--- config.mk ---
export PLATFORM = sky130hd
export DESIGN_NAME = oc_csr_host_arbiter
export DESIGN_NICKNAME = d
export VERILOG_FILES = /design/src/rtl/oclib_pkg.sv /design/src/rtl/oclib_rr_arbiter.sv /design/src/rtl/oc_csr_host_arbiter.sv
export SDC_FILE = /design/constraint.sdc
export NUM_CORES = 1
export LEC_CHECK = 0
export ABC_AREA = 1
export BUFFER_PORTS_ARGS = -buffer_cell sky130_fd_sc_hd__buf_4
export CAP_MARGIN = 10
export CORE_ASPECT_RATIO = 1.1
export CORE_MARGIN = 4
export CORE_UTILIZATION = 45
export CTS_BUF_LIST = sky130_fd_sc_hd__clkbuf_16
export CTS_CLUSTER_SIZE = 30
export DETAILED_ROUTE_END_ITERATION = 8
export GPL_TIMING_DRIVEN = 0
export PLACE_DENSITY_LB_ADDON = 0.3
export SYNTH_ARGS = -nofsm -noshare
export SYNTH_HDL_FRONTEND = slang
export SYNTH_SLANG_ARGS = --single-unit
--- constraint.sdc ---
create_clock -name clock -period 1.9 [get_ports clock]
set_clock_uncertainty 0.1 [all_clocks]
set_input_delay 0.19 -clock clock [delete_from_list [all_inputs] [get_ports clock]]
set_output_delay 0.19 -clock clock [all_outputs]
set_load 0.02 [all_outputs]
--- src/rtl/oclib_pkg.sv ---
// Shared types for the oclib CSR infrastructure: host-arbiter FSM states,
// the flat CSR request record and small elaboration-time helpers.
package oclib_pkg;

    typedef enum logic [1:0] {
        IDLE,
        ISSUE,
        WAIT,
        RESP
    } csr_arb_state_e;

    localparam int unsigned CsrFlatAddrWidth = 32;
    localparam int unsigned CsrFlatDataWidth = 32;

    typedef struct packed {
        logic                        write;
        logic [CsrFlatAddrWidth-1:0] address;
        logic [CsrFlatDataWidth-1:0] wdata;
    } csr_flat_req_s;

    // Index width that never collapses to zero bits for a single requester.
    function automatic int unsigned clog2_min1(input int unsigned n);
        return (n < 2) ? 1 : $clog2(n);
    endfunction

endpackage

--- src/rtl/oclib_rr_arbiter.sv ---
// Combinational round-robin pick: first requesting index strictly after
// pointer_i, wrapping; the pointer register lives in the instantiating block.
module oclib_rr_arbiter
    import oclib_pkg::*;
#(
    parameter  int unsigned Requesters = 2,
    localparam int unsigned IdxWidth   = clog2_min1(Requesters)
) (
    input  logic [Requesters-1:0] request_i,
    input  logic [IdxWidth-1:0]   pointer_i,
    output logic [Requesters-1:0] grant_o,
    output logic [IdxWidth-1:0]   index_o,
    output logic                  any_o
);

    if (Requesters == 1) begin : g_single
        assign grant_o = request_i;
        assign index_o = '0;
        assign any_o   = request_i[0];
    end else begin : g_multi
        logic [IdxWidth-1:0] cand;

        always_comb begin
            grant_o = '0;
            index_o = '0;
            any_o   = 1'b0;
            cand    = '0;
            for (int unsigned i = 1; i <= Requesters; i++) begin
                cand = IdxWidth'((32'(pointer_i) + i) % Requesters);
                if (!any_o && request_i[cand]) begin
                    grant_o[cand] = 1'b1;
                    index_o       = cand;
                    any_o         = 1'b1;
                end
            end
        end
    end

endmodule

--- src/rtl/oc_csr_host_arbiter.sv ---
// Round-robin sharing of the flat CSR bus between host requesters, one
// transaction outstanding. Optional downstream timeout: OC_CSR_HOST_ARBITER_TIMEOUT_EN.
module oc_csr_host_arbiter
    import oclib_pkg::*;
#(
    parameter  int unsigned Requesters    = 2,
    parameter  int unsigned AddressWidth  = 32,
    parameter  int unsigned DataWidth     = 32,
    parameter  int unsigned TimeoutCycles = 4096,
    localparam int unsigned OwnerWidth    = clog2_min1(Requesters)
) (
    input  logic                                    clock,
    input  logic                                    reset,
    input  logic [Requesters-1:0]                   reqValid,
    output logic [Requesters-1:0]                   reqReady,
    input  logic [Requesters-1:0]                   reqWrite,
    input  logic [Requesters-1:0][AddressWidth-1:0] reqAddress,
    input  logic [Requesters-1:0][DataWidth-1:0]    reqWdata,
    output logic [Requesters-1:0]                   respValid,
    output logic [DataWidth-1:0]                    respRdata,
    output logic                                    respError,
    output logic                                    csrValid,
    input  logic                                    csrReady,
    output logic                                    csrWrite,
    output logic [AddressWidth-1:0]                 csrAddress,
    output logic [DataWidth-1:0]                    csrWdata,
    input  logic                                    csrRespValid,
    input  logic [DataWidth-1:0]                    csrRdata,
    input  logic                                    csrError,
    output logic [OwnerWidth-1:0]                   grantOwner,
`ifdef OC_CSR_HOST_ARBITER_TIMEOUT_EN
    output logic [15:0]                             timeoutCount,
`endif
    output logic                                    busy
);

    if (Requesters < 1 || Requesters > 8 || TimeoutCycles < 2) begin : g_param_check
        $error("oc_csr_host_arbiter: parameter out of range");
    end

    typedef struct packed {
        logic                    write;
        logic [AddressWidth-1:0] address;
        logic [DataWidth-1:0]    wdata;
    } req_t;

    csr_arb_state_e          state_q;
    logic [OwnerWidth-1:0]   ptr_q;
    logic [OwnerWidth-1:0]   owner_q;
    logic [Requesters-1:0]   reqReady_q;
    logic [Requesters-1:0]   respValid_q;
    req_t                    req_q;
    logic [DataWidth-1:0]    rdata_q;
    logic                    error_q;
    logic                    csrValid_q;

    logic [Requesters-1:0]   arb_grant;
    logic [OwnerWidth-1:0]   arb_idx;
    logic                    arb_any;
    logic                    tmo_fire;

    oclib_rr_arbiter #(
        .Requesters (Requesters)
    ) u_rr (
        .request_i (reqValid),
        .pointer_i (ptr_q),
        .grant_o   (arb_grant),
        .index_o   (arb_idx),
        .any_o     (arb_any)
    );

`ifdef OC_CSR_HOST_ARBITER_TIMEOUT_EN
    localparam int unsigned CntWidth = clog2_min1(TimeoutCycles);

    logic [CntWidth-1:0] tmoCnt_q;
    logic [15:0]         tmoTotal_q;
    logic                tmo_hit;

    assign tmo_hit = (tmoCnt_q == CntWidth'(TimeoutCycles - 1));

    // A real response arriving in the expiry cycle takes priority over the timeout.
    always_comb begin
        tmo_fire = 1'b0;
        if (state_q == ISSUE) tmo_fire = tmo_hit && !(csrReady && csrRespValid);
        if (state_q == WAIT)  tmo_fire = tmo_hit && !csrRespValid;
    end

    always_ff @(posedge clock) begin
        if (reset) begin
            tmoCnt_q   <= '0;
            tmoTotal_q <= '0;
        end else begin
            if (state_q == ISSUE || state_q == WAIT) begin
                if (!tmo_hit) tmoCnt_q <= tmoCnt_q + 1'b1;
            end else begin
                tmoCnt_q <= '0;
            end
            if (tmo_fire && tmoTotal_q != 16'hFFFF) tmoTotal_q <= tmoTotal_q + 1'b1;
        end
    end

    assign timeoutCount = tmoTotal_q;
`else
    assign tmo_fire = 1'b0;
`endif

    always_ff @(posedge clock) begin
        if (reset) begin
            state_q     <= IDLE;
            ptr_q       <= OwnerWidth'(Requesters - 1);
            owner_q     <= '0;
            reqReady_q  <= '0;
            respValid_q <= '0;
            req_q       <= '0;
            rdata_q     <= '0;
            error_q     <= 1'b0;
            csrValid_q  <= 1'b0;
        end else begin
            reqReady_q  <= '0;
            respValid_q <= '0;
            unique case (state_q)
                // Skipping arbitration while the response is presented spaces grants 4 clocks apart.
                IDLE: if (arb_any && !respValid_q) begin
                    reqReady_q    <= arb_grant;
                    req_q.write   <= reqWrite[arb_idx];
                    req_q.address <= reqAddress[arb_idx];
                    req_q.wdata   <= reqWdata[arb_idx];
                    owner_q       <= arb_idx;
                    ptr_q         <= arb_idx;
                    csrValid_q    <= 1'b1;
                    state_q       <= ISSUE;
                end
                ISSUE: begin
                    if (csrReady && csrRespValid) begin
                        csrValid_q <= 1'b0;
                        rdata_q    <= csrRdata;
                        error_q    <= csrError;
                        state_q    <= RESP;
                    end else if (tmo_fire) begin
                        csrValid_q <= 1'b0;
                        rdata_q    <= '0;
                        error_q    <= 1'b1;
                        state_q    <= RESP;
                    end else if (csrReady) begin
                        csrValid_q <= 1'b0;
                        state_q    <= WAIT;
                    end
                end
                WAIT: begin
                    if (csrRespValid) begin
                        rdata_q <= csrRdata;
                        error_q <= csrError;
                        state_q <= RESP;
                    end else if (tmo_fire) begin
                        rdata_q <= '0;
                        error_q <= 1'b1;
                        state_q <= RESP;
                    end
                end
                RESP: begin
                    respValid_q <= Requesters'(1) << owner_q;
                    state_q     <= IDLE;
                end
                default: state_q <= IDLE;
            endcase
        end
    end

    assign reqReady   = reqReady_q;
    assign respValid  = respValid_q;
    assign respRdata  = rdata_q;
    assign respError  = error_q;
    assign csrValid   = csrValid_q;
    assign csrWrite   = req_q.write;
    assign csrAddress = req_q.address;
    assign csrWdata   = req_q.wdata;
    assign grantOwner = owner_q;
    assign busy       = (state_q != IDLE);

endmodule

==> impl_summary.log <==
INFO  metric post_synth.cell_area_avg = 6.41 um2
INFO  metric clockPowerShare = 0.194
INFO  metric die_width = 108 um
INFO  metric tritoncts = done
INFO  metric yosysWarnings = 0
INFO  metric grt_pass1_wl = 24.9 mm
INFO  metric nets = 1228
INFO  metric placementRows = 39
INFO  metric clock_tree.buffer_depth = 2
INFO  metric transition_time_of_the_tightest_slew_check_pin = 0.430 ns
INFO  metric setup-violations-final = 0
INFO  metric slew_violations = 0
INFO  metric final-instance-count-excl-fill = 1201
INFO  metric number_of_global_route_vias_before_repair = between 5000 and 6000
INFO  metric cts.clk_slew.worst_paths = about 0.080 ns
INFO  metric drc_errors = 0
INFO  metric track_usage = 0.244
INFO  metric total_power = approximately 0.011 W
INFO  metric post_drt_wl_per_cell = 13.5 um
INFO  metric latest_clock_arrival_within_the_worst_skew_pair = about 0.33 ns
INFO  metric timing.hold.worst.class = input port to flop
INFO  metric worst-r2r-setup-slack = approximately 0.12 ns
INFO  metric place_area = 7140 um2
INFO  metric cts_num_sinks = between 100 and 150
INFO  metric critPathLaunch = state_q[1]
INFO  metric htree_num_levels = 3
INFO  metric leakage = between 4 and 5 nW
INFO  metric clock_tree.root_cell = sky130_fd_sc_hd__clkbuf_16
INFO  metric dpl.cell_count = 1182
INFO  metric comb_power_share = 0.491
INFO  metric synthDistinctLibCells = 19
INFO  metric grt_overflow = 0
INFO  metric vias = 5571
INFO  metric crit_required = about 2.0 ns
INFO  metric place.gp.congestion = between 0.8 and 0.9
INFO  metric postSynthRegisterBits = 107
INFO  metric maxSlewHeadroom = 0.713
INFO  metric count_of_endpoints_failing_hold_in_the_final_timing_report = 0
INFO  metric grt_start_max_net_pins = 17
INFO  metric synth.area.top_cells = sky130_fd_sc_hd__dfxtp_1, sky130_fd_sc_hd__nor2_1, sky130_fd_sc_hd__nand2_1
INFO  metric effective_utilization_at_floorplan = 0.466
INFO  metric diodes = 0
INFO  metric synth_fp_nets = between 900 and 1000
INFO  metric post-synth-top-area-cell = sky130_fd_sc_hd__dfxtp_1
INFO  metric count_of_cells_along_the_worst_hold_path = 3
INFO  metric cap_violations = 0
INFO  metric dr.pass1.iters = 4
INFO  metric number_of_inserted_filler_cells_in_the_final_layout = 925
INFO  metric status = finished clean
INFO  metric via_per_instance_ratio = approximately 4.6
INFO  metric power.sequential.fraction = 0.315
INFO  metric min_period_over_period = 0.936
INFO  metric timing.rr.start = state_q[1]
INFO  metric yosysSeqAreaShare = 0.436
INFO  metric io_buffers = 273
INFO  metric holdCritStartpoint = csrRdata[14]
INFO  metric grt_antenna_before_repair = 0
INFO  metric layout_common_cells = sky130_fd_sc_hd__buf_4, sky130_fd_sc_hd__nor2_1, sky130_fd_sc_hd__nand2_1
INFO  metric achievable_freq = 0.562 GHz
INFO  metric initialDrtViolationCount = about 240
INFO  metric worstPathArrival = 1.90 ns
INFO  metric switching_share = 0.404
INFO  metric worst-r2r-cell-count = 9
INFO  metric design.die.area = 12600 um2
INFO  metric synthesis.instances = 766
INFO  metric drive_above_1_share = 0.312
INFO  metric regToRegEndpoint = csrAddress[25]
INFO  metric most_common_library_cell_in_the_layout_ignoring_fill_and_taps = sky130_fd_sc_hd__buf_4
INFO  metric total_detailed_routing_wirelength = 16.2 mm
INFO  metric die_h = roughly 120 um
INFO  metric synthDominantCellAreaShare = 0.436
INFO  metric count_of_nets_left_with_antenna_violations_after_detail_routing = 0
INFO  metric path_class = flop to flop
INFO  metric dp.final_hpwl = 12.8 mm
INFO  metric hold-path-endpoint = respRdata[14]
INFO  metric p_int = 0.00642 W
INFO  metric layout.cell_area.non_filler = 7530 um2
INFO  metric layout_area_growth_over_synthesis = 53.4%
INFO  metric power.ir.vdd_worst = 0.717 mV
INFO  metric fin_crit = ~1.8 ns
INFO  metric p_sw = about 0.0043 W
INFO  metric cellPowerDensity = 1430 nW/um2
INFO  metric cts_buffers = 9
INFO  metric synth.cell_area = 4910 um2
INFO  metric crit_end_category = flop
INFO  metric critical_path_peak_fanout = 10
INFO  metric coreArea = 10500 um2
INFO  metric startpoint_type = flop
INFO  metric top_level_ports = 274
## per-stage QoR
step	setup slack [ns]	hold WS (ns)	utilization	setup TNS [ns]
4_1_cts	0.00487	0.000602	0.711	0
3_5_place_dp	-0.0374	0.303	0.677	-0.0770
6_report	0.121	0.00595	0.714	0
5_1_grt	-0.0210	0.0116	0.714	-0.0782
3_3_place_gp	0.0445	0.299	0.677	0
2_1_floorplan	0.382	0.159	-	0
## sequential cells by signal, summed over array words and instances (netlist names)
signal,count
csrWrite,1
respRdata,32
respError,1
ptr_q,1
state_q,2
grantOwner,1
csrValid,1
reqReady,2
csrAddress,32
respValid,2
csrWdata,32
## kinds of logic (layout without fill, tap and decap cells)
group           after synthesis  in the layout  share of synthesized area
compound gates              102            102                      0.105
fa+ha+maj                     5              5                     0.0127
buf+inv                     124            416                      0.115
simple gates                428            428                      0.331
flops                       107            107                      0.436
## power by group through the flow
| stage | clock (W) | sequential, W | combinational, W |
|---|---|---|---|
| after global placement | 0 | 0.00340 | 0.00519 |
| after floorplan | 0 | 0.00426 | 0.00230 |
| after CTS | 0.00210 | 0.00339 | 0.00529 |
| after detailed placement | 0 | 0.00342 | 0.00527 |
| final | 0.00209 | 0.00339 | 0.00529 |
| after global routing | 0.00220 | 0.00348 | 0.00585 |
## how the worst max path moves through the flow
stage	slack, ns	depth (start not counted)	to
after global routing	-0.02	9	csrWdata[7]
final	0.12	9	csrAddress[25]
after global placement	0.04	10	respRdata[19]
after detailed placement	-0.04	10	respRdata[16]
after CTS	0.005	8	respRdata[16]
after floorplan	0.38	10	respRdata[10]
## cell type report
class	count	area, um2	share of cell area
multi-input cells	535	2210	0.293
flip-flops and latches	107	2140	0.285
repair buffers	277	2090	0.277
inverters	79	299	0.0397
plain buffers	45	280	0.0372
clock buffers	9	225	0.0299
well taps	143	179	0.0238
clock inverters	6	106	0.0141
## critical path, cell delays in order (launching register included)
cell	delay, ns
sky130_fd_sc_hd__dfxtp_1	0.34
sky130_fd_sc_hd__inv_1	0.13
sky130_fd_sc_hd__ha_2	0.23
sky130_fd_sc_hd__nand3_2	0.15
sky130_fd_sc_hd__inv_4	0.12
sky130_fd_sc_hd__buf_6	0.18
sky130_fd_sc_hd__buf_6	0.15
sky130_fd_sc_hd__nand2_1	0.10
sky130_fd_sc_hd__nor2_1	0.10
sky130_fd_sc_hd__nor2_1	0.05
## synthesized netlist by cell type (all sizes together)
cell and number:
nor4 1, nor2 270, nand3 4, clkbuf 18
nand2 153, a21oi 3, inv 79, buf 27
dfxtp 107, o21ai 99, ha 5
## repair_timing
| item | CTS | global route |
|---|---|---|
| buffers inserted | 0 | 1 |
| hold buffers | 3 | 0 |
| endpoints found under the hold margin | 5 | 0 |
| endpoints found under the setup margin | 13 | 62 |
| gates resized for setup | 1 | 19 |
## routing by layer
layer  GRT usage  vias to the layer above  wire (um)  part of all wire
met5           0                        -          0                 0
met2       0.444                      205       8170              0.50
li1            -                     2878          -                 -
met4      0.0742                        0        337             0.021
met1       0.261                     2462       6070              0.37
met3      0.0845                       26       1620              0.10
(Power assumes the default switching activity.)
